==> src/rtl/frog_control_pkg.sv <==
// Shared game constants: grid geometry, output widths and FSM state encodings.
// Imported by the frog controller, the collision checker and the renderer.
package frog_control_pkg;

    localparam int unsigned GAME_TILE_SIZE = 32;
    localparam int unsigned GAME_GRID_COLS = 20;
    localparam int unsigned GAME_GRID_ROWS = 15;

    localparam int unsigned POS_W   = 10;
    localparam int unsigned LIVES_W = 2;
    localparam int unsigned LEVEL_W = 4;
    localparam int unsigned STATE_W = 2;

    localparam logic [STATE_W-1:0] S_IDLE      = 2'd0;
    localparam logic [STATE_W-1:0] S_PLAY      = 2'd1;
    localparam logic [STATE_W-1:0] S_HIT       = 2'd2;
    localparam logic [STATE_W-1:0] S_GAME_OVER = 2'd3;

    // One rising-edge strobe per button.
    typedef struct packed {
        logic up;
        logic down;
        logic left;
        logic right;
        logic start;
    } btn_edges_t;

endpackage

==> src/rtl/frog_control_if.sv <==
// Frog controller bus: button and collision inputs, frog state outputs.
// master: the side driving buttons/collision (board glue or bench).
// slave : the frog controller.
interface frog_control_if;
    import frog_control_pkg::*;

    logic               i_Up;
    logic               i_Down;
    logic               i_Left;
    logic               i_Right;
    logic               i_Start;
    logic               i_Has_Collided;
    logic [POS_W-1:0]   o_Frog_X;
    logic [POS_W-1:0]   o_Frog_Y;
    logic [LIVES_W-1:0] o_Lives;
    logic [LEVEL_W-1:0] o_Level;
    logic               o_Hit_Active;
    logic               o_Game_Over;

    modport master (
        output i_Up, i_Down, i_Left, i_Right, i_Start, i_Has_Collided,
        input  o_Frog_X, o_Frog_Y, o_Lives, o_Level, o_Hit_Active, o_Game_Over
    );

    modport slave (
        input  i_Up, i_Down, i_Left, i_Right, i_Start, i_Has_Collided,
        output o_Frog_X, o_Frog_Y, o_Lives, o_Level, o_Hit_Active, o_Game_Over
    );

endinterface

==> src/rtl/frog_control_button_edge.sv <==
// Rising-edge detector for one debounced button level.
// Ports: i_clk, i_rst (sync, active-high), i_level in; o_rise_c combinational
// strobe, high for the one cycle in which the level first reads high.
module button_edge (
    input  logic i_clk,
    input  logic i_rst,
    input  logic i_level,
    output logic o_rise_c
);

    logic prev_q;
    logic prev_d;

    always_comb begin
        prev_d = i_level;
    end

    always_ff @(posedge i_clk) begin
        if (i_rst) begin
            prev_q <= 1'b0;
        end else begin
            prev_q <= prev_d;
        end
    end

    assign o_rise_c = i_level & ~prev_q;

endmodule

==> src/rtl/frog_control.sv <==
// Frog controller: game FSM (IDLE/PLAY/HIT/GAME_OVER), tile-stepped frog
// movement with edge clamping, lives, crossing level and death freeze.
// Ports: i_Clk, i_Reset (sync, active-high); bus (slave) carries button and
// collision inputs and the registered frog position/lives/level/status outputs.
module frog_control
    import frog_control_pkg::*;
#(
    parameter int unsigned TILE_SIZE    = GAME_TILE_SIZE,
    parameter int unsigned GRID_COLS    = GAME_GRID_COLS,
    parameter int unsigned GRID_ROWS    = GAME_GRID_ROWS,
    parameter int unsigned DEATH_CYCLES = 25_000_000,
    parameter int unsigned START_LIVES  = 3
) (
    input  logic          i_Clk,
    input  logic          i_Reset,
    frog_control_if.slave bus
);

    localparam int unsigned CNT_W = $clog2(DEATH_CYCLES) + 1;

    localparam logic [POS_W-1:0]   TILE    = POS_W'(TILE_SIZE);
    localparam logic [POS_W-1:0]   START_X = POS_W'((GRID_COLS / 2) * TILE_SIZE);
    localparam logic [POS_W-1:0]   START_Y = POS_W'((GRID_ROWS - 1) * TILE_SIZE);
    localparam logic [POS_W-1:0]   MAX_X   = POS_W'((GRID_COLS - 1) * TILE_SIZE);
    localparam logic [POS_W-1:0]   MAX_Y   = POS_W'((GRID_ROWS - 1) * TILE_SIZE);
    localparam logic [LIVES_W-1:0] LIVES0  = LIVES_W'(START_LIVES);
    localparam logic [CNT_W-1:0]   FREEZE  = CNT_W'(DEATH_CYCLES - 1);
    localparam logic [LEVEL_W-1:0] LVL_MAX = {LEVEL_W{1'b1}};

    btn_edges_t rise_c;

    logic [STATE_W-1:0] state_q, state_d;
    logic [POS_W-1:0]   pos_x_q, pos_x_d;
    logic [POS_W-1:0]   pos_y_q, pos_y_d;
    logic [LIVES_W-1:0] lives_q, lives_d;
    logic [LEVEL_W-1:0] level_q, level_d;
    logic [CNT_W-1:0]   cnt_q,   cnt_d;
    logic               hit_q,   hit_d;
    logic               over_q,  over_d;

    button_edge u_edge_up    (.i_clk(i_Clk), .i_rst(i_Reset), .i_level(bus.i_Up),    .o_rise_c(rise_c.up));
    button_edge u_edge_down  (.i_clk(i_Clk), .i_rst(i_Reset), .i_level(bus.i_Down),  .o_rise_c(rise_c.down));
    button_edge u_edge_left  (.i_clk(i_Clk), .i_rst(i_Reset), .i_level(bus.i_Left),  .o_rise_c(rise_c.left));
    button_edge u_edge_right (.i_clk(i_Clk), .i_rst(i_Reset), .i_level(bus.i_Right), .o_rise_c(rise_c.right));
    button_edge u_edge_start (.i_clk(i_Clk), .i_rst(i_Reset), .i_level(bus.i_Start), .o_rise_c(rise_c.start));

    // Next-state and datapath. Edges are only strobes, so anything pressed
    // outside PLAY is simply dropped rather than queued.
    always_comb begin
        state_d = state_q;
        pos_x_d = pos_x_q;
        pos_y_d = pos_y_q;
        lives_d = lives_q;
        level_d = level_q;
        cnt_d   = cnt_q;

        case (state_q)
            S_IDLE, S_GAME_OVER: begin
                if (rise_c.start) begin
                    state_d = S_PLAY;
                    pos_x_d = START_X;
                    pos_y_d = START_Y;
                    lives_d = LIVES0;
                    level_d = '0;
                end
            end
            S_PLAY: begin
                if (bus.i_Has_Collided) begin
                    state_d = S_HIT;
                    cnt_d   = FREEZE;
                    if (lives_q != '0) begin
                        lives_d = lives_q - LIVES_W'(1);
                    end
                end else if (pos_y_q == '0) begin
                    pos_x_d = START_X;
                    pos_y_d = START_Y;
                    if (level_q != LVL_MAX) begin
                        level_d = level_q + LEVEL_W'(1);
                    end
                end else if (rise_c.up) begin
                    // Highest-priority edge wins even if its move is blocked.
                    if (pos_y_q >= TILE) begin
                        pos_y_d = pos_y_q - TILE;
                    end
                end else if (rise_c.down) begin
                    if (pos_y_q < MAX_Y) begin
                        pos_y_d = pos_y_q + TILE;
                    end
                end else if (rise_c.left) begin
                    if (pos_x_q >= TILE) begin
                        pos_x_d = pos_x_q - TILE;
                    end
                end else if (rise_c.right) begin
                    if (pos_x_q < MAX_X) begin
                        pos_x_d = pos_x_q + TILE;
                    end
                end
            end
            S_HIT: begin
                if (cnt_q == '0) begin
                    if (lives_q != '0) begin
                        state_d = S_PLAY;
                        pos_x_d = START_X;
                        pos_y_d = START_Y;
                    end else begin
                        state_d = S_GAME_OVER;
                    end
                end else begin
                    cnt_d = cnt_q - CNT_W'(1);
                end
            end
            default: begin
                state_d = S_IDLE;
            end
        endcase

        hit_d  = (state_d == S_HIT);
        over_d = (state_d == S_GAME_OVER);
    end

    always_ff @(posedge i_Clk) begin
        if (i_Reset) begin
            state_q <= S_IDLE;
            pos_x_q <= START_X;
            pos_y_q <= START_Y;
            lives_q <= LIVES0;
            level_q <= '0;
            cnt_q   <= '0;
            hit_q   <= 1'b0;
            over_q  <= 1'b0;
        end else begin
            state_q <= state_d;
            pos_x_q <= pos_x_d;
            pos_y_q <= pos_y_d;
            lives_q <= lives_d;
            level_q <= level_d;
            cnt_q   <= cnt_d;
            hit_q   <= hit_d;
            over_q  <= over_d;
        end
    end

    assign bus.o_Frog_X     = pos_x_q;
    assign bus.o_Frog_Y     = pos_y_q;
    assign bus.o_Lives      = lives_q;
    assign bus.o_Level      = level_q;
    assign bus.o_Hit_Active = hit_q;
    assign bus.o_Game_Over  = over_q;

endmodule

==> src/flat_wrapper.sv <==
// flat-port wrapper written by rule: the top's interface ports become plain ports
module frog_control_flat import frog_control_pkg::*;
#(
    parameter int unsigned TILE_SIZE    = GAME_TILE_SIZE,
    parameter int unsigned GRID_COLS    = GAME_GRID_COLS,
    parameter int unsigned GRID_ROWS    = GAME_GRID_ROWS,
    parameter int unsigned DEATH_CYCLES = 25_000_000,
    parameter int unsigned START_LIVES  = 3
)
  (i_Clk, i_Reset, bus_i_Up, bus_i_Down, bus_i_Left, bus_i_Right, bus_i_Start, bus_i_Has_Collided, bus_o_Frog_X, bus_o_Frog_Y, bus_o_Lives, bus_o_Level, bus_o_Hit_Active, bus_o_Game_Over);
  frog_control_if bus_i ();
  input  logic i_Clk;
  input  logic i_Reset;
  input wire logic [$bits(bus_i.i_Up)-1:0] bus_i_Up;
  input wire logic [$bits(bus_i.i_Down)-1:0] bus_i_Down;
  input wire logic [$bits(bus_i.i_Left)-1:0] bus_i_Left;
  input wire logic [$bits(bus_i.i_Right)-1:0] bus_i_Right;
  input wire logic [$bits(bus_i.i_Start)-1:0] bus_i_Start;
  input wire logic [$bits(bus_i.i_Has_Collided)-1:0] bus_i_Has_Collided;
  output wire logic [$bits(bus_i.o_Frog_X)-1:0] bus_o_Frog_X;
  output wire logic [$bits(bus_i.o_Frog_Y)-1:0] bus_o_Frog_Y;
  output wire logic [$bits(bus_i.o_Lives)-1:0] bus_o_Lives;
  output wire logic [$bits(bus_i.o_Level)-1:0] bus_o_Level;
  output wire logic [$bits(bus_i.o_Hit_Active)-1:0] bus_o_Hit_Active;
  output wire logic [$bits(bus_i.o_Game_Over)-1:0] bus_o_Game_Over;
  assign bus_i.i_Up = bus_i_Up;
  assign bus_i.i_Down = bus_i_Down;
  assign bus_i.i_Left = bus_i_Left;
  assign bus_i.i_Right = bus_i_Right;
  assign bus_i.i_Start = bus_i_Start;
  assign bus_i.i_Has_Collided = bus_i_Has_Collided;
  assign bus_o_Frog_X = bus_i.o_Frog_X;
  assign bus_o_Frog_Y = bus_i.o_Frog_Y;
  assign bus_o_Lives = bus_i.o_Lives;
  assign bus_o_Level = bus_i.o_Level;
  assign bus_o_Hit_Active = bus_i.o_Hit_Active;
  assign bus_o_Game_Over = bus_i.o_Game_Over;
  frog_control #(.TILE_SIZE(TILE_SIZE), .GRID_COLS(GRID_COLS), .GRID_ROWS(GRID_ROWS), .DEATH_CYCLES(DEATH_CYCLES), .START_LIVES(START_LIVES)) u_core (.i_Clk(i_Clk), .i_Reset(i_Reset), .bus(bus_i));
endmodule
==> config.mk <==
export PLATFORM = sky130hd
export DESIGN_NAME = frog_control_flat
export DESIGN_NICKNAME = d
export VERILOG_FILES = /design/src/rtl/frog_control_pkg.sv /design/src/rtl/frog_control_if.sv /design/src/rtl/frog_control_button_edge.sv /design/src/rtl/frog_control.sv /design/src/flat_wrapper.sv
export SDC_FILE = /design/constraint.sdc
export NUM_CORES = 1
export LEC_CHECK = 0
export ABC_AREA = 1
export BUFFER_PORTS_ARGS = -buffer_cell sky130_fd_sc_hd__buf_2
export CAP_MARGIN = 20
export CORE_ASPECT_RATIO = 0.6
export CORE_MARGIN = 3
export CORE_UTILIZATION = 65
export CTS_BUF_LIST = sky130_fd_sc_hd__clkbuf_4
export CTS_CLUSTER_SIZE = 24
export DETAILED_ROUTE_END_ITERATION = 10
export GPL_ROUTABILITY_DRIVEN = 1
export GPL_TIMING_DRIVEN = 0
export PLACE_DENSITY = 0.87
export SLEW_MARGIN = 10
export SYNTH_ARGS = -nofsm -noshare
export SYNTH_HDL_FRONTEND = slang
export SYNTH_SLANG_ARGS = --single-unit
==> constraint.sdc <==
create_clock -name i_Clk -period 2.54 [get_ports i_Clk]
set_input_delay 0.254 -clock i_Clk [delete_from_list [all_inputs] [get_ports i_Clk]]
set_output_delay 0.254 -clock i_Clk [all_outputs]
set_load 0.01 [all_outputs]
==> results of run 1 <==
-- power by group --
| group | switching (W) | internal [W] |
|---|---|---|
| clock network | 0.000260 | 0.000203 |
| registers | 0.000253 | 0.00102 |
| logic | 0.00218 | 0.00117 |
| total | 0.00270 | 0.00239 |
-- stage by stage --
| stage | setup WS, ps | total power (W) | cell area [sq um] | utilization (%) |
|---|---|---|---|---|
| floorplan | 900 | 0.00376 | 3360 | - |
| global placement | 650 | 0.00442 | 3560 | 74.9 |
| detailed placement | 600 | 0.00451 | 3560 | 74.9 |
| CTS | 549 | 0.00499 | 3640 | 76.5 |
| global route | 321 | 0.00556 | 3640 | 76.5 |
| finish | 518 | 0.00509 | 3640 | 76.5 |
-- cells by family after synthesis --
group | after synthesis
adders and majority gates | 11
DFF | 51
and+or+nand+nor | 295
AOI/OAI and AO/OA | 67
other | 1
buffers and inverters | 67
xor gates and xnor gates | 20
-- sequential cells by signal, summed over array words and instances (netlist names) --
signal,count
u_core.u_edge_left.prev_q,1
u_core.u_edge_down.prev_q,1
u_core.state_q,2
u_core.bus.o_Frog_X,5
u_core.bus.o_Lives,2
u_core.bus.o_Level,4
u_core.bus.o_Hit_Active,1
u_core.cnt_q,26
u_core.u_edge_start.prev_q,1
u_core.bus.o_Game_Over,1
u_core.u_edge_up.prev_q,1
u_core.u_edge_right.prev_q,1
u_core.bus.o_Frog_Y,5
-- Yosys cell counts, types with 5 or more instances --
cell type | number | area share, %
a21oi_1 | 36 | 5.4
nor2_2 | 5 | 0.94
nand2_1 | 132 | 15
or2_2 | 5 | 0.94
xor2_1 | 12 | 3.2
o21ai_0 | 13 | 2.0
ha_1 | 11 | 4.1
xnor2_1 | 8 | 2.1
dfxtp_1 | 51 | 31
clkbuf_1 | 7 | 0.79
buf_4 | 11 | 2.5
nand3_1 | 42 | 6.3
inv_1 | 41 | 4.6
nor2_1 | 85 | 9.6
o21ai_1 | 6 | 0.90
nand4_1 | 7 | 1.3
-- cell type report --
| type | instances | area [sq um] | share of cell area (%) |
|---|---|---|---|
| Buffer | 24 | 164 | 4.51 |
| Timing Repair Buffer | 24 | 120 | 3.30 |
| Clock inverter | 3 | 38.8 | 1.07 |
| Inverter | 43 | 163 | 4.47 |
| Tap cell | 63 | 78.8 | 2.17 |
| Sequential cell | 51 | 1020 | 28.1 |
| Clock buffer | 5 | 37.5 | 1.03 |
| Multi-Input combinational cell | 403 | 2010 | 55.4 |
-- worst paths after layout --
path,slack (ps),to,from
hold / removal,100,u_core.u_edge_down.prev_q,bus_i_Down
hold reg to reg,510,u_core.bus.o_Frog_Y[5],u_core.bus.o_Frog_Y[5]
setup / recovery,520,u_core.cnt_q[21],u_core.state_q[1]
setup reg to reg,520,u_core.cnt_q[21],u_core.state_q[1]
-- routing by layer --
metal  GRT usage [%]  vias up
li1                -     1708
met3            8.26        4
met2            39.8      165
met5               0        -
met4            3.70        0
met1            41.5     1512
-- worst max-delay path: cells and delay by family, from the launching register on --
kind / cells / cell delay, ps
buffers and inverters: 5 / 800
adders and majority gates: 1 / 170
and+or+nand+nor: 5 / 450
DFF: 1 / 420
AOI/OAI and AO/OA: 1 / 120
==> results.json, run 1 <==
{
  "outcome": "completed",
  "fmax_mhz": 494,
  "rows": 19,
  "yosysWarnings": 0,
  "wl_met2_microns": 3230,
  "wl_per_cell_microns": 13.3,
  "vias_per_cell": 5.50,
  "avgSynthCellArea_sq_um": 6.50,
  "fin_worst_skew_ps": 9.25,
  "period_minus_slack_ps": 2020,
  "antenna_cells": 0,
  "worst_pin_slew_ps": 589,
  "grt_max_degree": 16,
  "fin_cells": 616,
  "async_flop_share_pct": 0,
  "setup_viol": 0,
  "slew_violations": 0,
  "rsz0062_at_grt": "no",
  "final_antenna_net_count": 0,
  "ys.flop_type": "dfxtp_1",
  "core_sq_mm": 0.00475,
  "die_y_microns": 61.4,
  "drive_above_1_share_pct": 12.8,
  "dr.pass1.iters": 5,
  "hp-class": "in2reg",
  "r2r_cells": 12,
  "path_max_fanout": 10,
  "fin_setup_tns_ps": 0,
  "cts_resized": 0,
  "ys_ff_latch": 51,
  "wl_met3_microns": 901,
  "grt_pass1_vias": 2850,
  "synth.lib_cells_used.distinct": 40,
  "clock-root-buffer": "clkbuf_4",
  "top_layer": "met4",
  "layout_commonest_cell": "nand2_1",
  "leakagePower_nw": 1.72,
  "synthAdderAreaFrac_pct": 4.14,
  "yosys-mux-area-fraction_pct": 0,
  "fin_crit_sh_pct": 79.6,
  "peakVddDrop_v": 0.00112,
  "clock_latency_ps": 360,
  "critPathLaunchType": "flop",
  "antenna_found_initial": 0,
  "initial_core_util_pct": 70.0,
  "cts_sinks": 51,
  "critPathRequiredTime_ps": 2830,
  "synthSimpleGateAreaFrac_pct": 38.7,
  "cts_hold_buf": 0,
  "cts_made_buffers": 5,
  "cts_tree": "done",
  "cp-end-kind": "flop",
  "final_cell_mix": "132 x nand2_1, 85 x nor2_1, 51 x dfxtp_1, 42 x nand3_1, 41 x inv_1",
  "grt_first_pass_wirelength_microns": 13400,
  "synth_compound_area_share_pct": 11.3,
  "drt_iter0_drc": 297,
  "cts.clk_slew.worst_paths_ps": 150,
  "powerDensity_mw_per_mm2": 1400,
  "synth-edff-count": 0,
  "min_path_cells": 3,
  "hold_viol": 0,
  "grt-ovfl-total": 0,
  "crit_type": "reg2reg",
  "synth_top_family_by_area": "simple AND/OR/NAND/NOR gates",
  "path_cells": "inv_1 -> ha_1 -> buf_2 -> inv_1 -> nor2_1 -> nor2_1 -> nand2_1 -> nand2_2 -> buf_6 -> buf_4 -> nand2_1 -> a21oi_1",
  "area_delta_synth_final_pct": 9.29,
  "die-area_sq_mm": 0.00604,
  "cts_setup_buffers": 0,
  "clockBufferDepth": 2,
  "fill_cells": 407,
  "wl_microns": 8220,
  "vias": 3389,
  "htree_levels": 2,
  "netlist_area_sq_mm": 0.00333,
  "grt_use_total_pct": 27.6,
  "relSlewSlack_pct": 60.7,
  "worstPathArrival_ps": 2320,
  "max_stage_delay_ps": 420,
  "dp.cells": 608,
  "ys_seq_area_share_pct": 30.7,
  "ios": 36,
  "drc": 0,
  "gp_congestion": 1.01,
  "port_buffers": 24,
  "dp_hpwl_microns": 6450,
  "whs_ps": 102,
  "wl_met1_microns": 4050,
  "synth_xor_area_share_pct": 5.27,
  "maxCapViolations": 0,
  "critPathSlowestCell": "dfxtp_1",
  "die_width_microns": 98.4,
  "num-nets-final": 571,
  "syn_inst": 512
}
(Power assumes the default switching activity.)
==> run 2, diff against run 1 <==
ABC_AREA = 0   (was 1)
CORE_UTILIZATION = 60   (was 65)
PLACE_DENSITY = 0.82   (was 0.87)
clock period = 1.9 ns   (was 2.54 ns; I/O delays follow)
==> results.json, run 2 <==
{
  "period_minus_slack_ps": 2820,
  "cp_common_cell": "or4_4",
  "post-route-util_pct": 83.8,
  "r2r_cells": 7,
  "maxCapViolations": 0,
  "clockBufferDepth": 2,
  "critPathRequiredTime_ps": 2170,
  "synthTopCellsByCount": "51 x dfxtp_1, 24 x a21oi_1, 19 x o21ai_0, 19 x o31ai_1, 18 x or4_1",
  "wl_per_cell_microns": 20.2,
  "wl_microns": 9340,
  "final_cell_mix": "44 x dfxtp_1, 27 x buf_4, 25 x buf_2, 22 x a21oi_1, 16 x o31ai_1",
  "antenna_found_initial": 0,
  "fin_crit_sh_pct": 148,
  "leakagePower_nw": 1.48,
  "cts.clk_slew.worst_paths_ps": 160,
  "ys_seq_area_share_pct": 35.4,
  "grt_use_total_pct": 28.9,
  "cts_made_buffers": 5,
  "relSlewSlack_pct": 50.5,
  "path_cells": "or4_4 -> or4_4 -> o41a_1 -> buf_6 -> clkbuf_8 -> o31ai_1 -> nand3_2",
  "fmax_mhz": 355,
  "synth.lib_cells_used.distinct": 50,
  "dp.cells": 437,
  "path_max_fanout": 10,
  "yosys.area.top_type": "dfxtp_1",
  "vias": 3211,
  "drc": 0,
  "powerDensity_mw_per_mm2": 1200,
  "ff2ff_setup_slack_ps": -920,
  "avgSynthCellArea_sq_um": 8.38,
  "outcome": "complete, but fails checks",
  "largest_register": "u_core.cnt_q",
  "largest_register_ffs": 26,
  "fin_worst_skew_ps": 17.1,
  "grt_pass1_vias": 2568,
  "syn_inst": 344,
  "htree_levels": 2,
  "cts_tree": "done",
  "cts_hold_buf": 0,
  "slew_violations": 0,
  "cp-end-kind": "flop",
  "core_sq_mm": 0.00437,
  "antenna_cells": 0,
  "num-nets-final": 421,
  "initial_core_util_pct": 66.0,
  "dp_hpwl_microns": 5170,
  "fin_ws_ps": -921,
  "gp_congestion": 0.890,
  "synth.most_common_cell": "dfxtp_1",
  "die-area_sq_mm": 0.00570,
  "grt-ovfl-total": 0,
  "crit_type": "reg2reg",
  "clock-root-buffer": "clkbuf_4",
  "yosysTopAreaCellShare_pct": 35.4,
  "setup_viol": 44,
  "final_antenna_net_count": 0,
  "rows": 18,
  "netlist_area_sq_mm": 0.00288,
  "hold_viol": 0,
  "die_y_microns": 59.7,
  "async_flop_share_pct": 0,
  "hp-class": "in2reg",
  "dr.pass1.iters": 8,
  "die_width_microns": 95.5,
  "fin_cells": 463,
  "cts_sinks": 51,
  "rr_startpoint": "u_core.cnt_q[9]",
  "ios": 36,
  "max_stage_delay_ps": 550,
  "rsz0062_at_grt": "yes",
  "place_area_sq_mm": 0.00315,
  "worstPathArrival_ps": 3090,
  "reg2reg_to": "u_core.bus.o_Frog_Y[8]",
  "critPathLaunchType": "flop",
  "port_buffers": 24,
  "vias_per_cell": 6.94,
  "crit_end": "u_core.bus.o_Frog_Y[8]",
  "drive_above_1_share_pct": 29.3,
  "synth-edff-count": 0,
  "worst_pin_slew_ps": 742,
  "ys.flop_type": "dfxtp_1",
  "crit_start": "u_core.cnt_q[9]",
  "ys_top_cells_by_area": "dfxtp_1 35%, o31ai_1 5.0%, ha_1 4.8%",
  "area_delta_synth_final_pct": 27.1,
  "critPathSlowestCell": "or4_4",
  "grt_first_pass_wirelength_microns": 12700,
  "final_area_sq_mm": 0.00366,
  "yosysWarnings": 0,
  "drt_iter0_drc": 511,
  "ys_ff_latch": 51,
  "violations": "negative setup slack",
  "layout_commonest_cell": "dfxtp_1",
  "grt_max_degree": 17,
  "clock_latency_ps": 390,
  "peakVddDrop_v": 0.000702
}
run 2: worst min path at each step:
stage | start | to | cells past startpoint
after floorplan | bus_i_Down | u_core.u_edge_down.prev_q | 1
after global placement | bus_i_Start | u_core.u_edge_start.prev_q | 2
after detailed placement | bus_i_Left | u_core.u_edge_left.prev_q | 2
after CTS | bus_i_Start | u_core.u_edge_start.prev_q | 2
after global routing | bus_i_Start | u_core.u_edge_start.prev_q | 2
final | bus_i_Start | u_core.u_edge_start.prev_q | 2
run 2: power breakdown:
group          total, W  internal (W)  switching, W
Clock          0.000795      0.000409      0.000386
Combinational   0.00218      0.000891       0.00129
Sequential      0.00142       0.00123      0.000191
run 2: per-layer routing:
metal	track usage [%]	wire [microns]	vias up
li1	-	-	1396
met1	41.8	3660	1455
met2	44.3	3850	304
met3	5.53	1410	56
met4	7.49	412	0
met5	0	0	-
run 2: logic make-up after synthesis:
kind of cell	Yosys count	synth area share (%)
AO/OA/AOI/OAI	91	20.0
other	1	0.130
adder cells (fa/ha/maj)	11	4.78
flip-flops	51	35.4
buffers and inverters	39	6.51
XOR/XNOR	10	3.04
AND/OR/NAND/NOR	133	27.3
multiplexers	8	2.87
run 2: repair_timing:
| item | CTS | global route |
|---|---|---|
| cloned | 2 | 0 |
| gates resized for setup | 27 | 40 |
| endpoints found under the setup margin | 44 | 44 |
| buffers inserted | 13 | 6 |
| endpoints found under the hold margin | 0 | 0 |
| pin swaps | 15 | 14 |
run 2: stage by stage:
stage                     total power [W]  setup TNS [ps]  worst slack [ps]  hold WS, ps
after detailed placement          0.00289          -27510              -994          430
after global placement            0.00284          -25280              -995          418
final                             0.00440          -22060              -921         17.1
after global routing              0.00457          -23890              -886         32.7
after floorplan                   0.00254          -16990              -870          318
after CTS                         0.00395          -21970              -948         19.2
run 2: cell type report:
cell class              count  area (sq um)
plain buffers              20           136
repair buffers             45           284
inverters                  15          56.3
clock inverters             3          67.6
well taps                  60          75.1
fillers                   240           708
flip-flops and latches     51          1030
clock buffers               5          37.5
multi-input cells         264          1970
run 2: critical path: cells and delay by family (launching register included):
family / cells / cell delay, ps
AO/OA/AOI/OAI: 2 / 780
AND/OR/NAND/NOR: 3 / 1250
flip-flops: 1 / 350
buffers and inverters: 2 / 310
==> run 3, diff against run 2 <==
--- a/config.mk
+++ b/config.mk
@@ -7,3 +7,3 @@
 export LEC_CHECK = 0
-export ABC_AREA = 0
+export ABC_AREA = 1
 export BUFFER_PORTS_ARGS = -buffer_cell sky130_fd_sc_hd__buf_2
@@ -12,3 +12,3 @@
 export CORE_MARGIN = 3
-export CORE_UTILIZATION = 60
+export CORE_UTILIZATION = 61
 export CTS_BUF_LIST = sky130_fd_sc_hd__clkbuf_4
==> constraint.sdc (replaced) <==
create_clock -name i_Clk -period 1.9 [get_ports i_Clk]
set_input_delay 0 -clock i_Clk [delete_from_list [all_inputs] [get_ports i_Clk]]
set_output_delay 0 -clock i_Clk [all_outputs]
set_load 0.01 [all_outputs]
==> results.json, run 3 (synthesis results as in run 1) <==
{
  "fin_ws_ps": 114,
  "grt_pass1_vias": 2978,
  "multi_input_area_sq_mm": 0.00206,
  "fin_worst_skew_ps": 9.89,
  "vias_per_cell": 5.56,
  "cts.clk_slew.worst_paths_ps": 160,
  "relSlewSlack_pct": 59.0,
  "die-area_sq_mm": 0.00641,
  "initial_core_util_pct": 64.5,
  "gr-max-usage-layer": "met1",
  "outcome": "completed",
  "leakagePower_nw": 1.78,
  "cts_sinks": 51,
  "drive_above_1_share_pct": 15.8,
  "worstPathArrival_ps": 2040,
  "fill_cells": 428,
  "seq_area_sq_mm": 0.00102,
  "peakVddDrop_v": 0.00116,
  "critPathRequiredTime_ps": 2160,
  "worst_pin_slew_ps": 614,
  "die_width_microns": 101,
  "fmax_mhz": 560,
  "hold_viol": 0,
  "setup_viol": 0,
  "cts_tree": "done",
  "drc": 0,
  "die_y_microns": 63.2,
  "layout_commonest_cell": "nand2_1",
  "clockBufferDepth": 2,
  "cts_made_buffers": 5,
  "use_met1_pct": 41.0,
  "drt_iter0_drc": 355,
  "fin_setup_tns_ps": 0,
  "ios": 36,
  "area_delta_synth_final_pct": 14.9,
  "antenna_cells": 0,
  "dpl_worst_slack_ps": -103,
  "dp.cells": 611,
  "wl_per_cell_microns": 13.5,
  "largest_register": "u_core.cnt_q",
  "final_cell_mix": "129 x nand2_1, 81 x nor2_1, 50 x dfxtp_1, 42 x nand3_1, 39 x inv_1",
  "maxCapViolations": 0,
  "critPathLaunchType": "flop",
  "vias": 3490,
  "htree_levels": 2,
  "crit_type": "reg2reg",
  "dr.pass1.iters": 6,
  "port_buffers": 24,
  "antenna_found_initial": 0,
  "wl_microns": 8500,
  "clock_latency_ps": 370,
  "grt_use_total_pct": 26.6,
  "grt.met3_usage_pct": 8.41,
  "powerDensity_mw_per_mm2": 1880,
  "cp-end-kind": "flop",
  "slew_violations": 0,
  "final_antenna_net_count": 0,
  "path_max_fanout": 10,
  "fin_cells": 628,
  "num-nets-final": 580,
  "dp_hpwl_microns": 6400,
  "period_minus_slack_ps": 1790,
  "largest_register_ffs": 26,
  "rows": 20,
  "fin_crit_sh_pct": 94.0,
  "global_route.usage.met2_pct": 35.8,
  "grt_first_pass_wirelength_microns": 14000,
  "gp_congestion": 0.986,
  "grt-ovfl-total": 0,
  "hp-class": "in2reg",
  "clock-root-buffer": "clkbuf_4",
  "grt_max_degree": 17,
  "core_sq_mm": 0.00515
}
run 3: changes by cell type in the layout (fill, tap and decap cells not counted), sizes merged, moves of 13 or more:
cell,before,now
or4,18,0
nand3,8,44
nor2,15,92
nand2,14,135
o31ai,19,2
buf,57,44
a21oi,24,37
or3,16,0
inv,15,42
run 3: through the flow:
step / util (%) / hold slack [ps] / power (W) / instance area, sq um
after floorplan: - / 121 / 0.00503 / 3360
after global placement: 69.1 / 209 / 0.00591 / 3560
after detailed placement: 69.1 / 219 / 0.00602 / 3560
after CTS: 72.5 / 124 / 0.00684 / 3740
after global routing: 74.1 / 167 / 0.00785 / 3820
final: 74.1 / 144 / 0.00718 / 3820
run 3: area by class of cell:
class	count	share of cell area [%]
sequential	51	26.8
inverter	43	4.39
clock inverter	3	1.77
tap	66	2.16
clock buffer	5	0.982
timing repair buffer	33	5.30
buffer	24	4.78
multi-input combinational	403	53.8
run 3: critical path, cell delays in order, from the launching register on:
cell and delay (ps):
dfxtp_1 370, inv_2 110, ha_1 190, nand3_1 90
nor2_1 160, nand3_1 110, nand2_1 120, nand2_2 90
buf_6 140, buf_8 140, o21ai_1 70, a21oi_1 80
run 3: what timing repair did:
action | in CTS | in global routing
endpoints found under the hold margin | 7 | 0
pin swaps | 0 | 3
buffers inserted | 0 | 3
gates resized for setup | 4 | 23
hold buffers | 6 | 0
setup endpoints to repair | 24 | 39
run 3: final timing paths:
| path | slack [ps] | from | depth (start not counted) | to |
|---|---|---|---|---|
| worst min-delay path | 140 | bus_i_Has_Collided | 5 | u_core.state_q[1] |
| worst max-delay path | 110 | u_core.cnt_q[0] | 11 | u_core.cnt_q[11] |
| worst min register to register | 520 | u_core.bus.o_Frog_Y[5] | 2 | u_core.bus.o_Frog_Y[5] |
| worst max register to register | 110 | u_core.cnt_q[0] | 11 | u_core.cnt_q[11] |
run 3: where the power goes:
group	internal, W	switching (W)	total [W]
Sequential	0.00137	0.000350	0.00172
Combinational	0.00169	0.00299	0.00468
Clock	0.000409	0.000367	0.000776
run 3: routing by layer:
metal / share of wire, % / vias up
met4: 0.34 / 0
met2: 41 / 166
met5: 0 / -
met3: 11 / 4
li1: - / 1727
met1: 48 / 1593
